**src/rtl/gpr_seq_ctrl.sv**
```systemverilog
// Command sequencer for a 2-entry bit-serial GPR file (CLR/LOAD/ROT/ADD, LSB first).
// Optional zero flag output o_zero is built when GPR_SEQ_ZFLAG_EN is defined.
module gpr_seq_ctrl #(
  parameter int WIDTH = 8,
  parameter int CNT_W = $clog2(WIDTH)
) (
  input  logic             i_clk,
  input  logic             i_rst,
  input  logic             i_cmd_valid,
  output logic             o_cmd_ready,
  input  logic [1:0]       i_cmd_op,
  input  logic             i_cmd_addr,
  input  logic [WIDTH-1:0] i_cmd_data,
  input  logic             i_gpr_bit,
  output logic             o_con_shift,
  output logic             o_con_write,
  output logic             o_data_in,
  output logic             o_rd_addr,
  output logic             o_ser_bit,
  output logic             o_ser_valid,
  output logic             o_busy,
  output logic             o_done,
  output logic             o_carry
`ifdef GPR_SEQ_ZFLAG_EN
  ,
  output logic             o_zero
`endif
);

  typedef enum logic [1:0] {IDLE, RUN, DONE} state_t;

  localparam logic [1:0] OP_CLR  = 2'b00;
  localparam logic [1:0] OP_LOAD = 2'b01;
  localparam logic [1:0] OP_ROT  = 2'b10;
  localparam logic [1:0] OP_ADD  = 2'b11;

  state_t           state, state_nxt;
  logic [CNT_W-1:0] cnt;
  logic [1:0]       op;
  logic             addr;
  logic [WIDTH-1:0] opnd;
  logic             carry;
  logic             accept, run, last, wbit;

  assign accept = i_cmd_valid && (state == IDLE);
  assign run    = (state == RUN);
  assign last   = (cnt == CNT_W'(WIDTH-1));

  always_ff @(posedge i_clk or posedge i_rst) begin
    if (i_rst) state <= IDLE;
    else       state <= state_nxt;
  end

  always_comb begin
    state_nxt = state;
    case (state)
      IDLE:    if (i_cmd_valid) state_nxt = RUN;
      RUN:     if (last)        state_nxt = DONE;
      DONE:                     state_nxt = IDLE;
      default:                  state_nxt = IDLE;
    endcase
  end

  // Serial bit written into the GPR this cycle; CLR relies on write-enable low.
  always_comb begin
    wbit = 1'b0;
    case (op)
      OP_CLR:  wbit = 1'b0;
      OP_LOAD: wbit = opnd[0];
      OP_ROT:  wbit = i_gpr_bit;
      OP_ADD:  wbit = i_gpr_bit ^ opnd[0] ^ carry;
      default: wbit = 1'b0;
    endcase
  end

  always_ff @(posedge i_clk or posedge i_rst) begin
    if (i_rst) begin
      cnt   <= '0;
      op    <= OP_CLR;
      addr  <= 1'b0;
      opnd  <= '0;
      carry <= 1'b0;
    end else if (accept) begin
      cnt   <= '0;
      op    <= i_cmd_op;
      addr  <= i_cmd_addr;
      opnd  <= i_cmd_data;
      carry <= 1'b0;
    end else if (run) begin
      cnt  <= cnt + CNT_W'(1);
      opnd <= {1'b0, opnd[WIDTH-1:1]};
      if (op == OP_ADD)
        carry <= (i_gpr_bit & opnd[0]) | (i_gpr_bit & carry) | (opnd[0] & carry);
    end
  end

  assign o_cmd_ready = (state == IDLE);
  assign o_con_shift = run;
  assign o_con_write = run && (op != OP_CLR);
  assign o_data_in   = run && wbit;
  assign o_rd_addr   = addr;
  assign o_ser_bit   = run && i_gpr_bit;
  assign o_ser_valid = run;
  assign o_busy      = (state == RUN) || (state == DONE);
  assign o_done      = (state == DONE);
  assign o_carry     = carry;

`ifdef GPR_SEQ_ZFLAG_EN
  // zacc accumulates "all written bits zero"; zflag publishes it at the last shift.
  logic zacc, zflag;
  always_ff @(posedge i_clk or posedge i_rst) begin
    if (i_rst) begin
      zacc  <= 1'b0;
      zflag <= 1'b0;
    end else if (accept) begin
      zacc  <= 1'b1;
      zflag <= 1'b0;
    end else if (run) begin
      zacc <= zacc & ~o_data_in;
      if (last) zflag <= zacc & ~o_data_in;
    end
  end
  assign o_zero = zflag;
`endif

endmodule

```
**config.mk**
```make
export PLATFORM = sky130hd
export DESIGN_NAME = gpr_seq_ctrl
export DESIGN_NICKNAME = d
export VERILOG_FILES = /design/src/rtl/gpr_seq_ctrl.sv
export SDC_FILE = /design/constraint.sdc
export NUM_CORES = 1
export LEC_CHECK = 0
export BUFFER_PORTS_ARGS = -buffer_cell sky130_fd_sc_hd__buf_2
export CELL_PAD_IN_SITES_DETAIL_PLACEMENT = 0
export CELL_PAD_IN_SITES_GLOBAL_PLACEMENT = 1
export CORE_UTILIZATION = 39
export DETAILED_ROUTE_END_ITERATION = 7
export PLACE_DENSITY = 0.74
export REMOVE_ABC_BUFFERS = 1
export SLEW_MARGIN = 30
export SYNTH_ARGS = -nofsm -noshare
export SYNTH_HDL_FRONTEND = slang
export SYNTH_SLANG_ARGS = --single-unit
```
**constraint.sdc**
```tcl
create_clock -name i_clk -period 1.5 [get_ports i_clk]
set_input_delay 0.15 -clock i_clk [delete_from_list [all_inputs] [get_ports i_clk]]
set_output_delay 0.15 -clock i_clk [all_outputs]
set_load 0.02 [all_outputs]
```
Yosys cells after proc, flatten, opt, wreduce, memory -nomap -nowiden --
Index checks and enable logic that the tools add are counted.
Word-level totals: input port bits 15, register bits after elaboration 17
Operators by class: add/sub/neg operators 1, reduce and logical (&&, ||, !) cells 12, eq/ne operators 8, bitwise operators 7, mux-type cells 11
Operators with widths (count):
- $mux 8 | 2
- $eq 2x2->1 const B | 3
- $mux 3 | 2
- $reduce_bool 2->1 | 3
- $eq 2x1->1 const B | 2
- $logic_and 1x1->1 | 4
- $logic_not 2->1 | 2
- $mux 2 | 2
- $pmux 1 s4 | 1
- $pmux 2 s2 | 1
- $reduce_and 2->1 | 2
- $add 3x1->3 const B | 1
- $and 1x1->1 | 3
- $eq 3x3->1 const B | 1
- $mux 1 | 3
- $ne 2x1->1 const B | 1
- $ne 2x2->1 const B | 1
- $or 1x1->1 | 2
- $xor 1x1->1 | 2
- $logic_or 1x1->1 | 1

Longest topological paths before layout --
depth in word-level cells 6, gate-level depth with buffers 7

Worst setup path after synthesis --
Ideal clock, no wire load.
path type register to output, start register state[1], end output port o_data_in, slack -17 ps, buffers on the path 2, data required time 1350 ps, cell stages (with the launch flop) 7, arrival time 1367 ps, cells stage by stage dfrtp_1 inv_1 ha_1 buf_6 buf_12 o2111ai_1 nand2_1
On the way: word-level cells in the longest chain between the ends 2
RTL lines:
- start, declared | RTL line 37 | state_t state, state_nxt;
- start signal, assigned | RTL line 51 | else state <= state_nxt;
- $eq 2x1->1 | RTL line 46 | assign run = (state == RUN);
- named net o_con_shift | RTL line 15 | output logic o_con_shift,
- $logic_and 1x1->1 | RTL line 100 | assign o_data_in = run && wbit;
- end, declared | RTL line 17 | output logic o_data_in,
The timed path passes the listed nets, and every way through them passes these cells.

Worst setup path in the final report --
start register carry, in the netlist o_carry, end output port o_data_in
On the way: word-level cells in the longest chain between the ends 3
RTL lines:
- start, declared | RTL line 42 | logic carry;
- start signal, assigned | RTL line 93 | carry <= (i_gpr_bit & opnd[0]) | (i_gpr_bit & carry) | (opnd[0] & carry);
- $xor 1x1->1 | RTL line 71 | OP_ADD: wbit = i_gpr_bit ^ opnd[0] ^ carry;
- $pmux 1 s4 | RTL line 67 | case (op)
- $logic_and 1x1->1 | RTL line 100
No other way between the ends.

==> reports/results.ini <==
[synthesis]
netlist_area_sq_um=965.9
yosysSeqAreaShare_pct=44.04
synth_top_area_share_pct=44.04
synthTopCellsByArea=dfrtp_1, mux2i_1, nand2_1
synth-warning-count=0
ys_ff_latch=17
avgSynthCellArea_sq_um=10.61
ys_types=25
syn_inst=91
synth_top_cell_by_area=dfrtp_1

[final_layout]
n_antenna_cell=0
nets=146
fin_area_sq_um=1200
area_growth_pct=24.22
instances_no_fill=151
n_fill_cell=223
layout-drive-gt1-share_pct=39.02

[setup_path]
crit_arrival_ns=1.58
startpoint=o_carry
cp-start-kind=flop
critPathTopFamily=adder cells
reg2reg_slack_ns=0.05
worst_setup_path_end_kind=output port
crit_top_cell=nand2_1
r2r-start=state[1]
required_ns=1.35
slowest_stage=fa_1
slowest_delay_ns=0.49
worst-path-max-fanout=2
cp.depth=6
path_buf_inv=2
reg2regPathDepth=6
path_cells=inv_2 > fa_1 > nand2_1 > o2111ai_1 > nand2_1 > buf_6
critPathKind=flop to output port
r2r-end=state[0]

[place]
io_buffer_count=24
dp_hpwl_um=1218
place.gp.congestion=0.6841
postPlaceCellArea_sq_um=1087
pre_cts_ws_ns=0.06552
placedCellCount=140

[floorplan]
num_rows=17
ios=25
initial_core_util_pct=42.44
die_w_um=51.77
die_h_um=51.77
dieArea_sq_um=2680
core_area_sq_um=2276

[pwr]
leakagePower_nw=0.6221
p_per_area_nw_per_um2=1992
peakVddDrop_v=0.001081

[min_path]
hold_depth=3
hp-start=i_cmd_op[0]
hold-path-endpoint=op[0]
hold_path.class=input pin to flop

[sta]
relSlewSlack_pct=56.72
post-route-min-period_ns=1.732
postLayoutSetupSlackWorst_ns=-0.2322
fmax_mhz=577.3
worst_slew_pin_slew_ns=0.6485
hold_viol=0
grt_setup_unrepaired=yes
finalCritPeriodShare_pct=115.5
fin_worst_skew_ns=0.009381
maxSlewViolCount=0
setup_viol=1

[job]
drv_cap=0

[routing]
finalWirelength_um=1713
wl_per_cell_um=11.34
drcViolationCount=0
vias=714
ant_nets=0
viasPerCell=4.728
dr.first_iter.drc_count=5
first_pass_iters=3

[clock_tree]
clk_latency_ns=0.29
cts_tree=done
htreeDepth=1
clk_path_buf_depth=2
clkSinkCount=17
cts_buffers=3
clkTransAtPathRegs_ns=0.10
root_buffer=clkbuf_4

[grt]
met3_usage_pct=2.047
met1_usage_pct=16.51
track_usage_pct=13.81
grt_use_met2_pct=24.03
grt_overflow_total=0
grt_max_degree=23
antenna_found_initial=0
grt_busiest_layer=met2
grt_pass1_wl_um=2663
first_global_vias=621

[status]
outcome=finished, violations left
failed_checks=negative setup slack

[registers in the layout (all words and copies together), names as in the netlist]
signal     count
opnd           8
state          2
o_carry        1
op             2
cnt            3
o_rd_addr      1
[metal layers]
layer	up-vias	part of all wire [%]	routed length, um
met4	0	0.41	7
li1	367	-	-
met1	332	47	806
met5	-	0	0
met2	13	48	830
met3	2	4.0	68
[worst reg2reg max path: stages, from the launching register on]
cell and delay, ns:
dfrtp_1 0.38, inv_2 0.07, buf_4 0.13, ha_2 0.18
nor2b_4 0.13, a21oi_2 0.15, mux2_4 0.31
[placed cells by master (no fill, tap or decap), types with 2 or more instances in the layout]
| cell type | instances |
|---|---|
| nand2_1 | 21 |
| buf_2 | 21 |
| dfrtp_1 | 17 |
| mux2i_1 | 9 |
| buf_4 | 8 |
| o21ai_0 | 6 |
| inv_1 | 4 |
| ha_1 | 4 |
| nor2_1 | 3 |
| inv_2 | 3 |
| clkbuf_4 | 3 |
| o21a_1 | 2 |
| o21ai_1 | 2 |
| buf_6 | 2 |
[through the flow]
stage          util (%)  setup TNS [ns]  power, mW  hold WS [ns]
6_report          52.72         -0.2322      2.390       0.04291
5_1_grt           52.72         -0.3312      2.600       0.04856
4_1_cts           51.24         -0.2391      2.367       0.02732
3_5_place_dp      47.77               0      2.012        0.2797
3_3_place_gp      47.77               0      1.966        0.2712
2_1_floorplan         -          -4.910      1.646       0.07607
[power by group]
part           internal, mW  leakage [nW]  switching [mW]
Combinational         0.667         0.389           0.677
Clock                0.0990        0.0177           0.141
Sequential            0.654         0.215           0.152
[what timing repair did]
| item | 4_1_cts | 5_1_grt |
|---|---|---|
| setup buffers | 4 | 3 |
| resized for setup | 6 | 5 |
| hold buffers | 1 | 0 |
| hold endpoints to repair | 17 | 0 |
| endpoints found under the setup margin | 5 | 4 |
| gates cloned | 0 | 0 |
| pin swaps | 1 | 0 |
[how the worst max path moves through the flow]
stage,end
detailed placement,o_data_in
finish,o_data_in
global placement,o_data_in
CTS,o_data_in
global route,o_data_in
floorplan,o_data_in
[cell families (layout without fill, tap and decap cells)]
logic type      count (synthesis)  after routing  share of synthesized area, %
xor+xnor                        1              1                        0.9069
mux                            10             10                         10.88
fa+ha+maj                       7              7                         9.844
compound gates                 13             13                         8.808
flops                          17             17                         44.04
buf+inv                        12             44                         9.068
simple gates                   31             31                         16.45
[cell usage after synthesis (all sizes together)]
master,instances
o21ai,8
nor2,3
inv,7
nand4b,1
xnor2,1
mux2,1
ha,6
buf,5
o2111ai,1
o21a,2
fa,1
nand2,21
o31ai,1
nor2b,1
nand3b,1
nand3,2
mux2i,9
a21oi,1
and2,2
dfrtp,17
[layout make-up]
cell class | instances | area, sq um | area share, %
Clock buffer | 3 | 22.52 | 1.877
Clock inverter | 1 | 5.005 | 0.4171
Inverter | 7 | 26.28 | 2.190
Multi-Input combinational cell | 62 | 467.9 | 39.00
Sequential cell | 17 | 425.4 | 35.45
Tap cell | 28 | 35.03 | 2.920
Timing Repair Buffer | 33 | 217.7 | 18.14
No activity file was read; power rests on OpenSTA's default activity.
